`src/rtl/pc_ctrl_pkg.sv`:
```
// Shared types and constants for the fetch-stage PC controller.
package pc_ctrl_pkg;

    localparam int unsigned XLEN = 32;
    localparam logic [XLEN-1:0] NOP_INSTR = 32'h0000_0013;

    typedef enum logic [1:0] {
        FETCH = 2'd0,
        WAIT  = 2'd1,
        VALID = 2'd2,
        HALT  = 2'd3
    } fetch_state_t;

    typedef enum logic [1:0] {
        NONE   = 2'd0,
        TRAP   = 2'd1,
        MRET   = 2'd2,
        BRANCH = 2'd3
    } redirect_cause_t;

    typedef struct packed {
        redirect_cause_t cause;
        logic [XLEN-1:0] target;
        logic            misaligned;
    } redirect_t;

    function automatic logic is_misaligned(input logic [XLEN-1:0] addr);
        return addr[1:0] != 2'b00;
    endfunction

endpackage

```
`src/rtl/pc_fetch_ctrl_if.sv`:
```
// Instruction-memory request/response handshake between fetch controller and imem.
interface pc_fetch_ctrl_if;

    logic                         imem_req_o;
    logic [pc_ctrl_pkg::XLEN-1:0] imem_addr_o;
    logic                         imem_gnt_i;
    logic                         imem_rvalid_i;
    logic [pc_ctrl_pkg::XLEN-1:0] imem_rdata_i;

    modport master (
        output imem_req_o,
        output imem_addr_o,
        input  imem_gnt_i,
        input  imem_rvalid_i,
        input  imem_rdata_i
    );

    modport slave (
        input  imem_req_o,
        input  imem_addr_o,
        output imem_gnt_i,
        output imem_rvalid_i,
        output imem_rdata_i
    );

endinterface

```
`src/rtl/pc_redirect_arb.sv`:
```
// Priority select of the next-PC redirect source: trap > mret > branch.
module pc_redirect_arb
    import pc_ctrl_pkg::*;
(
    input  logic            trap_i,
    input  logic [XLEN-1:0] trap_vector_i,
    input  logic            mret_i,
    input  logic [XLEN-1:0] mepc_i,
    input  logic            br_taken_i,
    input  logic [XLEN-1:0] br_target_i,
    output redirect_t       redir_o
);

    // Highest-priority active source wins; alignment is checked on the chosen target.
    always_comb begin
        redir_o.cause      = NONE;
        redir_o.target     = '0;
        redir_o.misaligned = 1'b0;
        if (trap_i) begin
            redir_o.cause  = TRAP;
            redir_o.target = trap_vector_i;
        end else if (mret_i) begin
            redir_o.cause  = MRET;
            redir_o.target = mepc_i;
        end else if (br_taken_i) begin
            redir_o.cause  = BRANCH;
            redir_o.target = br_target_i;
        end
        if (redir_o.cause != NONE) begin
            redir_o.misaligned = is_misaligned(redir_o.target);
        end
    end

endmodule

```
`src/rtl/pc_fetch_ctrl.sv`:
```
// Fetch-stage controller: PC sequencing, imem handshake, stale-response drop, IF/ID outputs.
module pc_fetch_ctrl
    import pc_ctrl_pkg::*;
#(
    parameter logic [XLEN-1:0] RESET_VECTOR = 32'h0000_0000
) (
    input  logic                    clk,
    input  logic                    rst,
    input  logic                    stall_i,
    input  logic                    br_taken_i,
    input  logic [XLEN-1:0]         br_target_i,
    input  logic                    trap_i,
    input  logic [XLEN-1:0]         trap_vector_i,
    input  logic                    mret_i,
    input  logic [XLEN-1:0]         mepc_i,
    input  logic                    halt_i,
    pc_fetch_ctrl_if.master         imem,
    output logic [XLEN-1:0]         pc_o,
    output logic                    if_valid_o,
    output logic [XLEN-1:0]         if_pc_o,
    output logic [XLEN-1:0]         if_instr_o,
    output logic                    flush_o,
    output logic                    misalign_o,
    output logic                    halted_o
);

    fetch_state_t    r_state;
    logic [XLEN-1:0] r_pc;
    logic            r_drop;
    logic [XLEN-1:0] r_if_pc;
    logic [XLEN-1:0] r_if_instr;
    logic            r_misalign;
    logic            r_halt_pend;

    fetch_state_t    w_nxt_state;
    logic [XLEN-1:0] w_nxt_pc;
    logic            w_nxt_drop;
    logic [XLEN-1:0] w_nxt_if_pc;
    logic [XLEN-1:0] w_nxt_if_instr;
    logic            w_nxt_misalign;
    logic            w_nxt_halt_pend;

    redirect_t       w_redir;
    logic            w_redir_valid;
    logic [XLEN-1:0] w_redir_pc;

    pc_redirect_arb u_arb (
        .trap_i        (trap_i),
        .trap_vector_i (trap_vector_i),
        .mret_i        (mret_i),
        .mepc_i        (mepc_i),
        .br_taken_i    (br_taken_i),
        .br_target_i   (br_target_i),
        .redir_o       (w_redir)
    );

    // A redirect acts in every state but HALT; a misaligned target refetches the current PC.
    always_comb begin
        w_redir_valid = (w_redir.cause != NONE) && (r_state != HALT) && !rst;
        w_redir_pc    = w_redir.misaligned ? r_pc : w_redir.target;
    end

    // State, PC, drop flag and IF/ID capture registers.
    always_ff @(posedge clk) begin
        if (rst) begin
            r_state     <= FETCH;
            r_pc        <= RESET_VECTOR;
            r_drop      <= 1'b0;
            r_if_pc     <= '0;
            r_if_instr  <= NOP_INSTR;
            r_misalign  <= 1'b0;
            r_halt_pend <= 1'b0;
        end else begin
            r_state     <= w_nxt_state;
            r_pc        <= w_nxt_pc;
            r_drop      <= w_nxt_drop;
            r_if_pc     <= w_nxt_if_pc;
            r_if_instr  <= w_nxt_if_instr;
            r_misalign  <= w_nxt_misalign;
            r_halt_pend <= w_nxt_halt_pend;
        end
    end

    // Next-state logic: redirect beats stall and normal sequencing.
    always_comb begin
        w_nxt_state     = r_state;
        w_nxt_pc        = r_pc;
        w_nxt_drop      = r_drop;
        w_nxt_if_pc     = r_if_pc;
        w_nxt_if_instr  = r_if_instr;
        w_nxt_misalign  = w_redir_valid && w_redir.misaligned;
        w_nxt_halt_pend = r_halt_pend || halt_i;

        unique case (r_state)
            FETCH: begin
                if (w_redir_valid) begin
                    w_nxt_pc = w_redir_pc;
                    if (imem.imem_gnt_i) begin
                        // Request already accepted: its response must be discarded.
                        w_nxt_drop  = 1'b1;
                        w_nxt_state = WAIT;
                    end
                end else if (imem.imem_gnt_i) begin
                    w_nxt_state = WAIT;
                end
            end
            WAIT: begin
                if (w_redir_valid) begin
                    w_nxt_pc = w_redir_pc;
                    if (imem.imem_rvalid_i) begin
                        w_nxt_drop  = 1'b0;
                        w_nxt_state = FETCH;
                    end else begin
                        w_nxt_drop  = 1'b1;
                        w_nxt_state = WAIT;
                    end
                end else if (imem.imem_rvalid_i) begin
                    if (r_drop) begin
                        w_nxt_drop  = 1'b0;
                        w_nxt_state = FETCH;
                    end else begin
                        w_nxt_if_pc    = r_pc;
                        w_nxt_if_instr = imem.imem_rdata_i;
                        w_nxt_state    = VALID;
                    end
                end
            end
            VALID: begin
                if (w_redir_valid) begin
                    w_nxt_pc    = w_redir_pc;
                    w_nxt_state = FETCH;
                end else if (!stall_i) begin
                    w_nxt_pc    = r_pc + XLEN'(4);
                    w_nxt_state = w_nxt_halt_pend ? HALT : FETCH;
                end
            end
            HALT: begin
                w_nxt_state = HALT;
            end
            default: begin
                w_nxt_state = FETCH;
            end
        endcase
    end

    // Output mapping; flush is combinational with the redirect request.
    always_comb begin
        imem.imem_req_o  = (r_state == FETCH) && !rst;
        imem.imem_addr_o = r_pc;
        pc_o             = r_pc;
        if_valid_o       = (r_state == VALID);
        if_pc_o          = r_if_pc;
        if_instr_o       = (r_state == VALID) ? r_if_instr : NOP_INSTR;
        flush_o          = w_redir_valid;
        misalign_o       = r_misalign;
        halted_o         = (r_state == HALT);
    end

endmodule

```
`src/flat_wrapper.sv`:
```
// flat-port wrapper written by rule: the top's interface ports become plain ports
module pc_fetch_ctrl_flat import pc_ctrl_pkg::*;
#(
    parameter logic [XLEN-1:0] RESET_VECTOR = 32'h0000_0000
)
  (clk, rst, stall_i, br_taken_i, br_target_i, trap_i, trap_vector_i, mret_i, mepc_i, halt_i, pc_o, if_valid_o, if_pc_o, if_instr_o, flush_o, misalign_o, halted_o, imem_imem_req_o, imem_imem_addr_o, imem_imem_gnt_i, imem_imem_rvalid_i, imem_imem_rdata_i);
  pc_fetch_ctrl_if imem_i ();
  input  logic clk;
  input  logic rst;
  input  logic stall_i;
  input  logic br_taken_i;
  input  logic [XLEN-1:0] br_target_i;
  input  logic trap_i;
  input  logic [XLEN-1:0] trap_vector_i;
  input  logic mret_i;
  input  logic [XLEN-1:0] mepc_i;
  input  logic halt_i;
  output logic [XLEN-1:0] pc_o;
  output logic if_valid_o;
  output logic [XLEN-1:0] if_pc_o;
  output logic [XLEN-1:0] if_instr_o;
  output logic flush_o;
  output logic misalign_o;
  output logic halted_o;
  output wire logic [$bits(imem_i.imem_req_o)-1:0] imem_imem_req_o;
  output wire logic [$bits(imem_i.imem_addr_o)-1:0] imem_imem_addr_o;
  input wire logic [$bits(imem_i.imem_gnt_i)-1:0] imem_imem_gnt_i;
  input wire logic [$bits(imem_i.imem_rvalid_i)-1:0] imem_imem_rvalid_i;
  input wire logic [$bits(imem_i.imem_rdata_i)-1:0] imem_imem_rdata_i;
  assign imem_imem_req_o = imem_i.imem_req_o;
  assign imem_imem_addr_o = imem_i.imem_addr_o;
  assign imem_i.imem_gnt_i = imem_imem_gnt_i;
  assign imem_i.imem_rvalid_i = imem_imem_rvalid_i;
  assign imem_i.imem_rdata_i = imem_imem_rdata_i;
  pc_fetch_ctrl #(.RESET_VECTOR(RESET_VECTOR)) u_core (.clk(clk), .rst(rst), .stall_i(stall_i), .br_taken_i(br_taken_i), .br_target_i(br_target_i), .trap_i(trap_i), .trap_vector_i(trap_vector_i), .mret_i(mret_i), .mepc_i(mepc_i), .halt_i(halt_i), .imem(imem_i), .pc_o(pc_o), .if_valid_o(if_valid_o), .if_pc_o(if_pc_o), .if_instr_o(if_instr_o), .flush_o(flush_o), .misalign_o(misalign_o), .halted_o(halted_o));
endmodule
```
`config.mk`:
```
export PLATFORM = sky130hd
export DESIGN_NAME = pc_fetch_ctrl_flat
export DESIGN_NICKNAME = d
export VERILOG_FILES = /design/src/rtl/pc_ctrl_pkg.sv /design/src/rtl/pc_fetch_ctrl_if.sv /design/src/rtl/pc_redirect_arb.sv /design/src/rtl/pc_fetch_ctrl.sv /design/src/flat_wrapper.sv
export SDC_FILE = /design/constraint.sdc
export NUM_CORES = 1
export LEC_CHECK = 0
export CAP_MARGIN = 20
export CORE_MARGIN = 10
export CORE_UTILIZATION = 55
export CTS_CLUSTER_DIAMETER = 50
export CTS_CLUSTER_SIZE = 40
export DETAILED_ROUTE_END_ITERATION = 8
export DONT_BUFFER_PORTS = 1
export PLACE_DENSITY = 0.82
export SLEW_MARGIN = 20
export SYNTH_ARGS = -nofsm -noshare
export SYNTH_HDL_FRONTEND = slang
export SYNTH_SLANG_ARGS = --single-unit
```
`constraint.sdc`:
```
create_clock -name clk -period 2.2 [get_ports clk]
set_input_delay 0.11 -clock clk [delete_from_list [all_inputs] [get_ports clk]]
set_output_delay 0.11 -clock clk [all_outputs]
set_load 0.05 [all_outputs]
```
==> flow_summary_export.csv <==
group,metric,value,unit
status,outcome,"finished, final reports clean",
timing,finalCritPeriodShare,0.9558,
power_and_ir_drop,p_leak,2.573,nW
cts,htree_levels,3,
floorplanning,core,10230,sq um
timing,fmax,475.6,MHz
cts,clk-insertion-delay-late,0.37,ns
critical_path,slowest_delay,0.50,ns
placed_design,io_buffers,0,
timing,rsz0062_at_grt,"false",
logic_synthesis,synth_flop_cell,"dfxtp_1",
critical_path,arrival,2.33,ns
logic_synthesis,yosys.cell_types.count,61,
grt,grt_pass1_vias,5793,
logic_synthesis,yosysWarnings,0,
timing,period_minus_slack,2.103,ns
cts,clk_pin_slew_worst_paths,0.10,ns
critical_path,crit_path_end_kind,"flip-flop",
drt,route.detailed.drc,0,
critical_path,cp.required,2.43,ns
drt,drt_iter0_markers,797,
logic_synthesis,synth_top_family_by_area,"simple AND/OR/NAND/NOR gates",
cts,cts_tree,"built",
timing,drv_slew,0,
logic_synthesis,async_flop_share,0,
min_path,min_path_type,"in -> reg",
logic_synthesis,synth_compound_area_frac,0.2543,
floorplanning,rows,37,
grt,grt_max_degree,83,
timing,finalSetupViolations,0,
final_layout,num-fill-cells,785,
logic_synthesis,synth_xor_area_frac,0.001534,
logic_synthesis,syn_area,5708,sq um
final_layout,layout-drive-gt1-share,0.1742,
logic_synthesis,synthSimpleGateAreaFrac,0.2771,
grt,grt_pass1_wl,33150,microns
floorplanning,num_io_pins,270,
placed_design,gp_congestion,0.9258,
power_and_ir_drop,power.total,4.285,mW
logic_synthesis,synth_top_cell_area_share,0.3542,
timing,setup_slack,0.09724,ns
logic_synthesis,synth_area_per_cell,7.693,sq um
floorplanning,start_util,0.5579,
grt,grtUsageTotal,0.2812,
drt,wl,22130,microns
logic_synthesis,synth_nets,880,
cts,cts_buffers,9,
drt,dr.pass1.iters,6,
cts,clk_path_buf_depth,2,
placed_design,dp_hpwl,15800,microns
cts,clockRootBuffer,"clkbuf_8",
critical_path,critPathKind,"reg -> reg",
grt,grt-ovfl-total,0,
drt,ant_nets,0,
final_layout,diodes,0,
floorplanning,die_w,121.9,microns
critical_path,critPathLaunchType,"flip-flop",
logic_synthesis,synth.largest_area_cell,"dfxtp_1",
final_layout,multi_input_area,3084,sq um
critical_path,crit_family,"compound AO/OA/AOI/OAI gates",
critical_path,path_cells,"a21oi_1 -> nand2_1 -> nor3_4 -> buf_4 -> nor3_1 -> a2111oi_1",
final_layout,regArea,2026,sq um
timing,worstMarginPinSlew,0.7036,ns
timing,final-hold-violation-count,0,
critical_path,cp_max_fo,9,
job,cap_viol_max_count,0,
final_layout,final_util,0.6837,
timing,max_slew_margin,0.5273,
placed_design,pre_cts_slack,-0.05933,ns
logic_synthesis,synth_fa_ha_area_frac,0.002192,
drt,vias,5916,
logic_synthesis,ys_top_cells_by_area,"dfxtp_1 35%, nand2_1 9.9%, a21oi_1 6.9%, buf_4 4.9%, and2_1 3.6%",
floorplanning,die_area,14850,sq um
floorplanning,die-height,121.9,microns
final_layout,nets,926,
grt,antenna_found_initial,0,
critical_path,worst-path-buf-inv,1,
drt,wl_per_cell,23.84,microns
logic_synthesis,synthCells,742,
logic_synthesis,synth_mux_area_frac,0.003507,
logic_synthesis,ys_ff_latch,101,
logic_synthesis,synth_edf_count,0,
power_and_ir_drop,powerDensity,612.5,nW/um^2
power_and_ir_drop,peakVddDrop,0.3025,mV
cts,cts_sinks,101,
final_layout,area.growth.synth_to_final,22.56,%
timing,worst_clock_skew,0.01182,ns
critical_path,cpMaxStageDelayCell,"a2111oi_1",
drt,viasPerCell,6.375,
logic_synthesis,seq_area_frac_synth,0.3542,
cell usage in the layout, fill, tap and decap left out, types with 5 or more instances in the layout:
master / n
a2111oi_2: 8
a211oi_1: 7
a21oi_1: 79
a221o_1: 9
a221oi_1: 5
a22oi_1: 18
a31oi_1: 6
and2_1: 33
and3_1: 12
and4_1: 5
buf_12: 30
buf_4: 64
clkbuf_8: 10
dfxtp_1: 98
dlygate4sd3_1: 36
inv_1: 12
nand2_1: 151
nand3_1: 20
nand4_1: 14
nor2_1: 32
nor3_1: 17
o211ai_1: 10
o21ai_0: 31
o22ai_1: 6
o31ai_1: 5
or3_1: 5
cell type report:
| type | count | share of cell area |
|---|---|---|
| sequential | 101 | 0.2896 |
| inverter | 13 | 0.006975 |
| multi-input combinational | 532 | 0.4409 |
| clock inverter | 5 | 0.008585 |
| clock buffer | 10 | 0.01967 |
| timing repair buffer | 131 | 0.2100 |
| tap | 136 | 0.02432 |
state kept, by name, indices dropped and copies added (netlist names):
signal,count
u_core.r_state,2
u_core.r_drop,1
u_core.r_if_instr,32
u_core.r_halt_pend,1
u_core.if_pc_o,32
u_core.misalign_o,1
u_core.imem.imem_addr_o,32
synth_stat cells, drive strengths merged (2+ instances only):
cell type,count
nand4,16
o2111a,4
a31oi,6
nor4,4
a21oi,79
inv,13
a22oi,18
nand2,151
a221o,9
a41oi,3
and2,33
o311ai,2
a2111oi,12
nor2,33
a211oi,7
mux2i,2
a221oi,5
o211ai,10
nor3,22
nor3b,2
a21o,4
o22ai,6
and3,12
dfxtp,101
o21ai,33
a41o,2
nand3,21
and4,5
a311oi,4
nand2b,4
buf,70
or3,6
clkbuf,26
nor2b,2
o31ai,5
cells by family (layout without fill, tap and decap cells):
family / after synthesis / count (layout)
and+or+nand+nor: 313 / 313
AOI/OAI and AO/OA: 215 / 215
muxes: 2 / 2
xor gates and xnor gates: 1 / 1
buffers and inverters: 109 / 159
adders and majority gates: 1 / 1
DFF: 101 / 101
stage by stage:
| stage | instance area (sq um) | setup TNS [ns] | std cells | hold slack (ns) |
|---|---|---|---|---|
| floorplan | 5712 | 0 | 742 | 0.2342 |
| detailed placement | 6394 | -0.05933 | 874 | 0.1899 |
| CTS | 6980 | 0 | 926 | 0.002852 |
| finish | 6995 | 0 | 928 | 0.009602 |
| global route | 6995 | 0 | 928 | 0.003320 |
| global placement | 6394 | 0 | 874 | 0.1885 |
layer usage:
| layer | track usage | wire [microns] | vias to the layer above |
|---|---|---|---|
| met5 | 0 | 0 | - |
| met4 | 0.09613 | 618 | 0 |
| met3 | 0.08557 | 2408 | 45 |
| met2 | 0.4805 | 10810 | 395 |
| met1 | 0.3267 | 8292 | 2755 |
| li1 | - | - | 2721 |
where the power goes:
group | total, mW | switching [mW] | leakage (nW) | internal [mW]
registers | 2.01 | 0.101 | 0.823 | 1.91
clock network | 1.23 | 0.675 | 0.0987 | 0.556
logic | 1.04 | 0.753 | 1.65 | 0.291
repair_timing:
action | 4_1_cts | 5_1_grt
endpoints found under the setup margin | 1 | 3
pin swaps | 1 | 1
hold buffers | 37 | 0
endpoints found under the hold margin | 88 | 0
buffers inserted | 0 | 2
gates resized for setup | 1 | 0
worst paths after layout:
kind	endpoint	cells past startpoint	slack, ns	startpoint
hold reg to reg	u_core.r_if_instr[3]	2	0.46	u_core.r_if_instr[3]
setup reg to reg	u_core.imem.imem_addr_o[10]	6	0.1	u_core.r_state[0]
hold / removal	u_core.imem.imem_addr_o[13]	2	0.01	trap_i
setup / recovery	u_core.imem.imem_addr_o[10]	6	0.1	u_core.r_state[0]
worst reg2reg max path: cells and delay by family (launching register included):
kind	cells	cell delay, ns
buffers and inverters	1	0.25
AOI/OAI and AO/OA	2	0.79
and+or+nand+nor	3	0.56
DFF	1	0.36
Note: power is estimated with default switching activity, not from simulation.
